<file path="config.mk">
export PLATFORM = sky130hd
export DESIGN_NAME = muldiv_seq
export DESIGN_NICKNAME = d
export VERILOG_FILES = /design/src/rtl/muldiv_seq.sv
export SDC_FILE = /design/constraint.sdc
export NUM_CORES = 1
export LEC_CHECK = 0
export ABC_AREA = 1
export ABC_CLOCK_PERIOD_IN_PS = 6700
export BUFFER_PORTS_ARGS = -buffer_cell sky130_fd_sc_hd__buf_4
export CORE_ASPECT_RATIO = 1.5
export CORE_MARGIN = 4
export CORE_UTILIZATION = 35
export DETAILED_ROUTE_END_ITERATION = 10
export SYNTH_ARGS = -nofsm -noshare
export SYNTH_HDL_FRONTEND = slang
export SYNTH_SLANG_ARGS = --single-unit
</file>
<file path="constraint.sdc">
create_clock -name clk -period 6.7 [get_ports clk]
set_input_delay 1.34 -clock clk [delete_from_list [all_inputs] [get_ports clk]]
set_output_delay 1.34 -clock clk [all_outputs]
set_load 0.03 [all_outputs]
</file>
<file path="src/rtl/muldiv_seq.sv">
`default_nettype none
// ============================================================================
//  Module      : muldiv_seq
//  Description : Iterative RV32M divide/remainder sequencer that sits in the
//                execute stage. It uses a one-bit-per-cycle restoring divide
//                and holds the pipeline through `busy`. `done` pulses for one
//                cycle together with the registered `result`.
//                Optional shift-add multiply is enabled with MULDIV_MUL_EN.
//  Revision    : 1.0  initial release
// ============================================================================
module muldiv_seq (
    input  logic        clk,
    input  logic        rst,
    input  logic        start,
    input  logic [2:0]  op,
    input  logic [31:0] srcA,
    input  logic [31:0] srcB,
    input  logic        flush,
    output logic        busy,
    output logic        done,
    output logic [31:0] result
);

    localparam logic [1:0]  c_IDLE     = 2'd0;
    localparam logic [1:0]  c_CALC     = 2'd1;
    localparam logic [1:0]  c_DONE     = 2'd2;
    localparam logic [4:0]  c_LAST_CNT = 5'd31;
    localparam logic [31:0] c_INT_MIN  = 32'h8000_0000;
    localparam logic [31:0] c_ALL_ONES = 32'hFFFF_FFFF;

    logic [1:0]  r_state;
    logic [1:0]  w_next_state;
    logic [4:0]  r_cnt;
    // Divide: {remainder, quotient}. Multiply: {product high, multiplier/product low}.
    logic [63:0] r_shreg;
    // Divisor magnitude (divide) or multiplicand magnitude (multiply).
    logic [31:0] r_operand;
    logic        r_is_rem;
    logic        r_neg_q;      // negate quotient / product at the end
    logic        r_neg_r;      // remainder takes the dividend's sign
`ifdef MULDIV_MUL_EN
    logic        r_is_mul;
    logic        r_is_mullo;
`endif

    // Operand decode for the issue cycle
    logic        w_accept;
    logic        w_a_sgn;
    logic        w_b_sgn;
    logic        w_a_neg;
    logic        w_b_neg;
    logic [31:0] w_a_mag;
    logic [31:0] w_b_mag;
    logic        w_div_zero;
    logic        w_div_ovf;
    logic        w_fast;
    logic [31:0] w_fast_res;

    // Iteration datapath
    logic [32:0] w_rem_ext;
    logic        w_ge;
    logic [63:0] w_div_next;
    logic [31:0] w_quo_fix;
    logic [31:0] w_rem_fix;
    logic [31:0] w_div_res;
    logic [63:0] w_step;
    logic [31:0] w_calc_res;
`ifdef MULDIV_MUL_EN
    logic [32:0] w_sum;
    logic [63:0] w_mul_next;
    logic [63:0] w_prod;
    logic [31:0] w_mul_res;
`endif

    assign w_accept = (r_state == c_IDLE) && start && !flush;

    // Signedness per funct3: DIV/REM sign both; MULH both; MULHSU only srcA.
    assign w_a_sgn = op[2] ? !op[0] : ((op[1:0] == 2'b01) || (op[1:0] == 2'b10));
    assign w_b_sgn = op[2] ? !op[0] : (op[1:0] == 2'b01);
    assign w_a_neg = w_a_sgn && srcA[31];
    assign w_b_neg = w_b_sgn && srcB[31];
    assign w_a_mag = w_a_neg ? (~srcA + 32'd1) : srcA;
    assign w_b_mag = w_b_neg ? (~srcB + 32'd1) : srcB;

    // Cases that finish without iterating
    assign w_div_zero = op[2] && (srcB == 32'd0);
    assign w_div_ovf  = op[2] && !op[0] && (srcA == c_INT_MIN) && (srcB == c_ALL_ONES);
`ifdef MULDIV_MUL_EN
    assign w_fast = w_div_zero || w_div_ovf;
`else
    // Without the multiplier every multiply op completes immediately with zero.
    assign w_fast = !op[2] || w_div_zero || w_div_ovf;
`endif

    // Immediate result for the fast paths; op[1] selects remainder over quotient
    always_comb begin
        w_fast_res = 32'd0;
        if (op[2]) begin
            if (w_div_zero) begin
                w_fast_res = op[1] ? srcA : c_ALL_ONES;
            end else if (w_div_ovf) begin
                w_fast_res = op[1] ? 32'd0 : c_INT_MIN;
            end
        end
    end

    // Restoring divide step: the shifted-out remainder bit is kept so a
    // divisor of 2^31 or more compares correctly.
    assign w_rem_ext  = r_shreg[63:31];
    assign w_ge       = (w_rem_ext >= {1'b0, r_operand});
    assign w_div_next = w_ge ? {w_rem_ext[31:0] - r_operand, r_shreg[30:0], 1'b1}
                             : {r_shreg[62:0], 1'b0};
    assign w_quo_fix  = r_neg_q ? (~w_div_next[31:0] + 32'd1)  : w_div_next[31:0];
    assign w_rem_fix  = r_neg_r ? (~w_div_next[63:32] + 32'd1) : w_div_next[63:32];
    assign w_div_res  = r_is_rem ? w_rem_fix : w_quo_fix;

`ifdef MULDIV_MUL_EN
    // Shift-add step: add multiplicand when multiplier LSB is set, shift right.
    assign w_sum      = {1'b0, r_shreg[63:32]} + {1'b0, (r_shreg[0] ? r_operand : 32'd0)};
    assign w_mul_next = {w_sum, r_shreg[31:1]};
    assign w_prod     = r_neg_q ? (~w_mul_next + 64'd1) : w_mul_next;
    assign w_mul_res  = r_is_mullo ? w_prod[31:0] : w_prod[63:32];
    assign w_step     = r_is_mul ? w_mul_next : w_div_next;
    assign w_calc_res = r_is_mul ? w_mul_res  : w_div_res;
`else
    assign w_step     = w_div_next;
    assign w_calc_res = w_div_res;
`endif

    // State register
    always_ff @(posedge clk) begin
        if (rst) begin
            r_state <= c_IDLE;
        end else begin
            r_state <= w_next_state;
        end
    end

    // Next-state logic: flush beats start in IDLE and aborts CALC
    always_comb begin
        w_next_state = r_state;
        case (r_state)
            c_IDLE: begin
                if (w_accept) begin
                    w_next_state = w_fast ? c_DONE : c_CALC;
                end
            end
            c_CALC: begin
                if (flush) begin
                    w_next_state = c_IDLE;
                end else if (r_cnt == c_LAST_CNT) begin
                    w_next_state = c_DONE;
                end
            end
            c_DONE: begin
                // Same instruction still sits in execute; start is ignored.
                w_next_state = c_IDLE;
            end
            default: begin
                w_next_state = c_IDLE;
            end
        endcase
    end

    // Outputs: busy stalls in the issue cycle and through CALC, drops in DONE
    always_comb begin
        busy = w_accept || (r_state == c_CALC);
        done = (r_state == c_DONE);
    end

    // Datapath: latch operands on issue, iterate in CALC, load result on entry to DONE
    always_ff @(posedge clk) begin
        if (rst) begin
            r_cnt     <= 5'd0;
            r_shreg   <= 64'd0;
            r_operand <= 32'd0;
            r_is_rem  <= 1'b0;
            r_neg_q   <= 1'b0;
            r_neg_r   <= 1'b0;
            result    <= 32'd0;
`ifdef MULDIV_MUL_EN
            r_is_mul   <= 1'b0;
            r_is_mullo <= 1'b0;
`endif
        end else begin
            case (r_state)
                c_IDLE: begin
                    if (w_accept) begin
                        r_cnt    <= 5'd0;
                        r_is_rem <= op[1];
                        r_neg_q  <= w_a_neg ^ w_b_neg;
                        r_neg_r  <= w_a_neg;
`ifdef MULDIV_MUL_EN
                        r_is_mul   <= !op[2];
                        r_is_mullo <= (op[1:0] == 2'b00);
                        if (!op[2]) begin
                            r_operand <= w_a_mag;
                            r_shreg   <= {32'd0, w_b_mag};
                        end else begin
                            r_operand <= w_b_mag;
                            r_shreg   <= {32'd0, w_a_mag};
                        end
`else
                        r_operand <= w_b_mag;
                        r_shreg   <= {32'd0, w_a_mag};
`endif
                        if (w_fast) begin
                            result <= w_fast_res;
                        end
                    end
                end
                c_CALC: begin
                    if (!flush) begin
                        r_shreg <= w_step;
                        r_cnt   <= r_cnt + 5'd1;
                        if (r_cnt == c_LAST_CNT) begin
                            result <= w_calc_res;
                        end
                    end
                end
                default: begin
                end
            endcase
        end
    end

endmodule
`default_nettype wire

</file>
* Word level (Yosys, flattened, before mapping)
Cells that the tools add are included.
** Operators by class
- Add/sub/neg operators :: 6
- Magnitude comparators :: 1
- Equality and inequality tests :: 12
- Multiplexer cells :: 29
- Bitwise operators :: 5
- Reductions and logical operators :: 22
** Operator list (count)
- $mux 32 :: 14
- $mux 64 :: 3
- $add 32x1->32 const B :: 4
- $not 32->32 :: 4
- $pmux 64 s2 :: 1
- $eq 32x32->1 const B :: 2
- $pmux 32 s2 :: 1
- $ge 33x32->1 :: 1
- $logic_not 32->1 :: 1
- $sub 32x32->32 :: 1
- $mux 5 :: 2
- $pmux 5 s2 :: 1
- $logic_and 1x1->1 :: 8
- $mux 2 :: 4
- $ne 2x2->1 const B :: 4
- $add 5x1->5 const B :: 1
- $eq 5x5->1 const B :: 1
- $reduce_and 5->1 :: 1
- $eq 2x1->1 const B :: 2
- $eq 2x2->1 const B :: 2
- $logic_or 1x1->1 :: 4
- $pmux 2 s2 :: 1
- $reduce_and 2->1 :: 2
- $logic_not 1->1 :: 3
- 6 further kinds :: 7
** Storage, ports and cells
- Register bits after elaboration :: 138
- Output and inout bits :: 34
- Logic and storage cells :: 83

* Logic depth before layout (Yosys ltp)
Gate-level depths: netlist of run 1.
- Depth after elaboration :: 10
- Mapped depth :: 31

* Least setup slack after synthesis of run 1
OpenSTA, ideal clock, no wires.
- Kind :: reg-to-reg
- Start point :: register r_operand[22]
- End point :: register result[30]
- Library setup time :: 0.070 ns
- Data arrival time :: 3.554 ns
- Required time :: 6.630 ns
- Setup slack :: 3.076 ns
- Stages on the path, launching flop included :: 30
- Path buffers :: 1
- Period minus slack after synthesis :: 3.624 ns
- Cell sequence :: dfxtp_1 -> inv_1 -> ha_1 -> a21oi_2 -> nor2_1 -> nor2_1 -> nand2_1 -> nand2_1 -> nand2_1 -> nor2_4 -> nand2_4 -> inv_1 -> buf_6 -> ha_1 -> nand3_1 -> nor3_1 -> nand4_1 -> inv_1 -> nand2_1 -> nor3b_1 -> nand2_1 -> nand2_1 -> o21ai_0 -> nor2_1 -> o21ai_0 -> a21oi_1 -> o21ai_0 -> nand2_1 -> nand2_1 -> a21oi_1
** On the way
- Cells in the longest elaborated chain, start to end :: 9
** Ends and longest elaborated chain
- start: declaration :: line 37 : logic [31:0] r_operand;
- start signal: assignment :: line 204 : r_operand <= w_b_mag;
- $sub 32x32->32 / $ge 33x32->1 (equally long branches) :: line 111, 110
- $mux 64 (*) :: line 111 : assign w_div_next = w_ge ? {w_rem_ext[31:0] - r_operand, r_shreg[30:0], 1'b1}
- $not 32->32, on equally long branches :: line 114, 113
- $add 32x1->32, on equally long branches :: line 114, 113
- $mux 32, on equally long branches :: line 114, 113
- $mux 32 (*) :: line 115 : assign w_div_res = r_is_rem ? w_rem_fix : w_quo_fix;
- $mux 32 (*) :: line 216 : if (r_cnt == c_LAST_CNT) begin
- $mux 32 (*) :: line 213 : if (!flush) begin
- $pmux 32 s2 (*) :: line 186 : case (r_state)
- end signal: assignment :: line 208 : result <= w_fast_res;
- end signal: assignment :: line 217 : result <= w_calc_res;
- end: declaration :: line 21 : output logic [31:0] result
Every way passes the cells marked *; elsewhere a longest branch is shown, timed or not. The select of a mux whose other input is x is not followed.
A chain may end at the register's enable or synchronous reset.

* Worst setup path in the final report of run 1
- Start point :: register r_operand[28]
- End point :: register result[28]
Same word-level chain as after synthesis.

==> impl_metrics.toml, run 1 <==
[run_status]
status = "complete, no violations"

[die]
coreArea_sq_um = 34170
start_util = 0.3547
dieArea_sq_um = 37730
rows = 83
die_h_microns = 235.9
die_x_microns = 159.9
io_pins = 105

[clocking]
cts_buffers = 17
path_clk_slew_ns = 0.06
cts_htree_levels = 4
cts_tree = "built"
cts_setup_buffers = 0
cts.sinks = 138
cts_resized = 0
clock_latency_ns = 0.44
cts_buffer_depth = 2
holdBufCountCts = 0
cts-root-buf = "clkbuf_16"

[critical_path]
critPathLaunch = "r_operand[28]"
r2r_slack_ns = 1.59
path_depth = 26
cp_top_family = "simple AND/OR/NAND/NOR gates"
crit_required_ns = 7.02
crit_fanout = 26
path_buf_inv = 3
crit_type = "flip-flop to flip-flop"
cp.arrival_ns = 5.43
cp-start-kind = "flip-flop"
cpMostUsedCell = "nand2_1"
cp-end-kind = "flip-flop"
r2r-end = "result[28]"
rr_worst_depth = 26
worst_path_largest_cell_delay_ns = 0.71
worst_path_max_delay_cell = "nor2_4"
reg2reg_from = "r_operand[28]"

[global_routing]
grt_max_degree = 86
grt_pass1_vias = 13472
antenna_found_initial = 0
grt.overflow.total = 0
grt_pass1_wl_microns = 75200
grt_use_total = 0.2497

[drt]
maxUsedRoutingLayer = "met4"
wl_met1_microns = 19190
wl_met3_microns = 1702
wl_met2_microns = 24440
wl_per_cell_microns = 18.66
routed_wirelength_microns = 48330
vias = 13880
drt-initial-drc-count = 883
dr.pass1.iters = 6
ant_nets = 0
vias_per_cell = 5.359
drc = 0

[power_and_ir_drop]
powerDensity_nw_per_um2 = 245.5
peakVddDrop_mv = 0.1719
p_int_mw = 1.923
switching_share = 0.4327
pwr-share-comb = 0.431
leakagePower_nw = 6.715
power_switching_mw = 1.467
clock_power_share = 0.299
pwr-share-seq = 0.269
power.total_mw = 3.390

[synthesis]
synth_area_leaders = "dfxtp_1 23%, nand2_1 18%, a21oi_1 9.0%"
yosys.cell_types.count = 49
syn_area_sq_um = 12120
async_flop_share = 0
yosysSeqAreaShare = 0.2280
syn-instance-count = 2097
yosysTopAreaCell = "dfxtp_1"
postSynthAreaPerCell_sq_um = 5.779
syn-num-nets = 2209
ys_ff_latch = 138
ys.flop_type = "dfxtp_1"
synth_top_area_frac = 0.2280
ys_warn_count = 0
synth-edff-count = 0

[job]
cap_violations = 0

[min_path]
hp-start = "r_operand[2]"
hold_path_end = "r_operand[2]"
min_path_cells = 2
hold_class = "flip-flop to flip-flop"

[timing]
tightest_slew_ns = 1.048
fin_crit_sh = 0.7625
rsz0062_at_grt = "no"
skew_ns = 0.01007
fmax_mhz = 195.7
drv_slew = 0
setup_viol = 0
hold_viol = 0
fin_crit_ns = 5.109
relSlewSlack = 0.3007
finalSetupTns_ns = 0

[placed_design]
hpwlAfterDp_microns = 37570
numPortBuffers = 104
place_area_sq_um = 13200
gp_congestion = 0.9811

[finish]
syn_to_final_growth_pct = 13.95
diodes = 0
fill_cells = 3821
utilization = 0.4042
fin_nets = 2264
layout-drive-gt1-share = 0.09977
most-common-layout-cells = "583 x nand2_1, 264 x inv_1, 217 x a21oi_1, 191 x nor2_1, 159 x nand3_1"
finalInstanceArea_sq_um = 13810
mostFrequentLayoutCell = "nand2_1"
## worst max-delay path by stage
stage | to | slack, ns
after global routing | result[30] | 0.98
after floorplan | result[30] | 3.08
final | result[28] | 1.59
after CTS | result[30] | 1.65
after global placement | result[30] | 1.72
after detailed placement | result[30] | 1.67
## routing by layer
| metal | GRT usage | vias up |
|---|---|---|
| met5 | 0 | - |
| met4 | 0.1451 | 0 |
| met3 | 0.02727 | 101 |
| met2 | 0.4513 | 393 |
| met1 | 0.2818 | 6409 |
| li1 | - | 6977 |
## worst register-to-register path, stage by stage, from the launching register on
cell,delay (ns)
dfxtp_1,0.30
inv_1,0.05
ha_1,0.36
a21oi_1,0.24
nand2_1,0.12
a21oi_1,0.14
nand2_1,0.10
nor2_4,0.71
nand2_4,0.07
inv_1,0.34
ha_1,0.27
nand3_1,0.12
nor3_1,0.33
nand4_1,0.22
inv_1,0.12
nand2_1,0.07
nor3b_1,0.32
nand2_1,0.13
nor2_1,0.22
nand2_1,0.08
nand2_1,0.08
o21ai_0,0.12
o21ai_0,0.19
a21o_1,0.11
nand2_1,0.05
nand2_1,0.07
a21oi_2,0.06
## synthesized netlist by cell type, drive strengths merged (2+ instances only)
| cell type | instances |
|---|---|
| o211ai | 4 |
| a221oi | 18 |
| xor2 | 35 |
| nand3 | 165 |
| nor2 | 207 |
| or2 | 6 |
| o21a | 2 |
| and2 | 2 |
| nor4 | 6 |
| nand3b | 17 |
| clkbuf | 61 |
| nand4 | 29 |
| nor3b | 2 |
| o22ai | 29 |
| xnor2 | 6 |
| a21oi | 221 |
| nor3 | 39 |
| inv | 267 |
| clkinv | 3 |
| o21ai | 151 |
| a21o | 2 |
| dfxtp | 138 |
| ha | 40 |
| o21bai | 7 |
| nand2 | 605 |
| o31ai | 3 |
| buf | 23 |
| o41ai | 2 |
## area by class of cell
cell class | count | area, sq um | share of cell area
multi-input cells | 1605 | 7986 | 0.5783
clock buffers | 21 | 470.5 | 0.03407
well taps | 425 | 531.8 | 0.03851
clock inverters | 11 | 143.9 | 0.01042
repair buffers | 120 | 900.9 | 0.06524
flip-flops and latches | 138 | 2763 | 0.2001
inverters | 270 | 1013 | 0.07339
## power by group through the flow
stage          sequential, mW  combinational (mW)  clock, mW
6_report                0.913                1.46       1.01
5_1_grt                 0.919                1.62       1.07
4_1_cts                 0.913                1.45       1.03
3_5_place_dp            0.930                1.45          0
3_3_place_gp            0.929                1.45          0
2_1_floorplan           0.945               0.991          0
## through the flow
step | hold slack (ns) | std cells | setup WS [ns]
after global routing | 0.5041 | 2590 | 0.9782
after CTS | 0.4592 | 2590 | 1.646
after detailed placement | 0.4442 | 2558 | 1.668
after global placement | 0.4312 | 2558 | 1.717
final | 0.4644 | 2590 | 1.591
after floorplan | 0.4175 | 2097 | 3.076
## cell families (layout without fill, tap and decap cells)
| kind of cell | Yosys count | in the layout | share of synthesized area |
|---|---|---|---|
| flops | 138 | 138 | 0.2280 |
| fa+ha+maj | 41 | 41 | 0.04295 |
| buf+inv | 354 | 422 | 0.1141 |
| simple gates | 1079 | 1079 | 0.3864 |
| compound gates | 444 | 444 | 0.1989 |
| xor+xnor | 41 | 41 | 0.02963 |
## registers in the layout (all words and copies together) (netlist names)
name / cells
r_shreg: 64
r_operand: 32
result: 32
r_cnt: 5
r_state: 2
r_is_rem: 1
r_neg_q: 1
r_neg_r: 1
Note: power is estimated with default switching activity, not from simulation.
==> inputs of run 2 (changes only) <==
--- a/config.mk
+++ b/config.mk
@@ -6,7 +6,7 @@
 export NUM_CORES = 1
 export LEC_CHECK = 0
 export ABC_AREA = 1
-export ABC_CLOCK_PERIOD_IN_PS = 6700
+export ABC_CLOCK_PERIOD_IN_PS = 5330
 export BUFFER_PORTS_ARGS = -buffer_cell sky130_fd_sc_hd__buf_4
 export CORE_ASPECT_RATIO = 1.5
 export CORE_MARGIN = 4
==> constraint.sdc (replaced) <==
create_clock -name clk -period 5.33 [get_ports clk]
set_input_delay 1.066 -clock clk [delete_from_list [all_inputs] [get_ports clk]]
set_output_delay 1.066 -clock clk [all_outputs]
set_load 0.03 [all_outputs]
==> impl_metrics.toml, run 2 (synthesis results as in run 1) <==
[finish]
largest_register_ffs = 64
most-common-layout-cells = "583 x nand2_1, 264 x inv_1, 217 x a21oi_1, 191 x nor2_1, 159 x nand3_1"
largest-register = "r_shreg"
diodes = 0
mostFrequentLayoutCell = "nand2_1"
fin_nets = 2268
utilization = 0.4064
syn_to_final_growth_pct = 14.57
top_regs = "r_shreg (64), r_operand (32), result (32)"
layout-drive-gt1-share = 0.1014

[placed_design]
hpwlAfterDp_microns = 37330
gp_congestion = 0.9266
numPortBuffers = 104

[clocking]
cts_tree = "built"
cts_setup_buffers = 0
clock_latency_ns = 0.44
cts-root-buf = "clkbuf_16"
cts_htree_levels = 4
holdBufCountCts = 0
cts.sinks = 138
cts_resized = 0
path_clk_slew_ns = 0.07
cts_buffer_depth = 2
cts_buffers = 17

[timing]
hold_ws_ns = 0.4525
drv_slew = 0
hold_viol = 0
skew_ns = 0.01084
setup_viol = 0
tightest_slew_ns = 1.020
fin_crit_sh = 0.8121
fin_crit_ns = 4.329
fmax_mhz = 231.0
relSlewSlack = 0.3200
rsz0062_at_grt = "no"
finalSetupTns_ns = 0

[global_routing]
antenna_found_initial = 0
grt_pass1_wl_microns = 75270
grt.overflow.total = 0
grt_max_degree = 86
grt_use_total = 0.2492
grt_pass1_vias = 13544

[die]
start_util = 0.3547
die_h_microns = 235.9
coreArea_sq_um = 34170
rows = 83
die_x_microns = 159.9
io_pins = 105
dieArea_sq_um = 37730

[min_path]
hp-start = "r_operand[2]"
min_path_cells = 2
hold_path_end = "r_operand[2]"
hold_class = "flip-flop to flip-flop"

[critical_path]
cpMostUsedCell = "nand2_1"
crit_required_ns = 5.70
cp-end-kind = "flip-flop"
worst_path_largest_cell_delay_ns = 0.40
r2r-end = "result[30]"
crit_type = "flip-flop to flip-flop"
cp.arrival_ns = 4.70
reg2reg_from = "r_shreg[60]"
worst_path_max_delay_cell = "ha_1"
cp-start-kind = "flip-flop"
crit_fanout = 6
r2r_slack_ns = 1.00
rr_worst_depth = 27

[drt]
wl_per_cell_microns = 18.64
dr.pass1.iters = 8
routed_wirelength_microns = 48340
drt-initial-drc-count = 1025
drc = 0
vias_per_cell = 5.417
vias = 14052
ant_nets = 0

[job]
cap_violations = 0

[power_and_ir_drop]
leakagePower_nw = 6.758
peakVddDrop_mv = 0.2260
powerDensity_nw_per_um2 = 312.2

[run_status]
status = "complete, no violations"
[run 2: layout make-up]
type | instances | area [sq um]
tap | 425 | 531.8
clock inverter | 10 | 162.7
clock buffer | 22 | 484.2
timing repair buffer | 124 | 943.4
fill | 3778 | 20280
sequential | 138 | 2763
multi-input combinational | 1605 | 7986
inverter | 270 | 1013
[run 2: how the worst max path moves through the flow]
stage / start / to / cells past startpoint
global route: r_operand[28] / result[30] / 26
finish: r_shreg[60] / result[30] / 27
floorplan: r_operand[22] / result[30] / 29
global placement: r_shreg[60] / result[30] / 27
CTS: r_operand[28] / result[30] / 26
detailed placement: r_operand[28] / result[30] / 26
[run 2: power by group]
part	switching, mW	internal (mW)	total (mW)
combinational	1.29	0.559	1.85
clock	0.506	0.834	1.34
sequential	0.0543	1.09	1.15
[run 2: metal layers]
metal | vias to the layer above | GRT usage | share of wire
met4 | 0 | 0.1435 | 0.061
met1 | 6488 | 0.2773 | 0.39
li1 | 6982 | - | -
met3 | 117 | 0.02954 | 0.046
met2 | 465 | 0.4540 | 0.50
met5 | - | 0 | 0
[run 2: critical path, delay by kind of cell (launching register included)]
kind	cells	cell delay, ns
simple gates	15	2.14
compound gates	6	0.86
fa+ha+maj	2	0.58
flops	1	0.36
buf+inv	4	0.30
[run 2: per-stage QoR]
stage / setup slack (ns) / total power [mW] / std cells / area [sq um]
3_3_place_gp: 1.044 / 2.984 / 2562 / 13240
4_1_cts: 0.9986 / 4.328 / 2594 / 13880
5_1_grt: 0.4014 / 4.588 / 2594 / 13880
3_5_place_dp: 1.012 / 2.993 / 2562 / 13240
2_1_floorplan: 1.706 / 2.434 / 2097 / 12120
6_report: 1.001 / 4.335 / 2594 / 13880
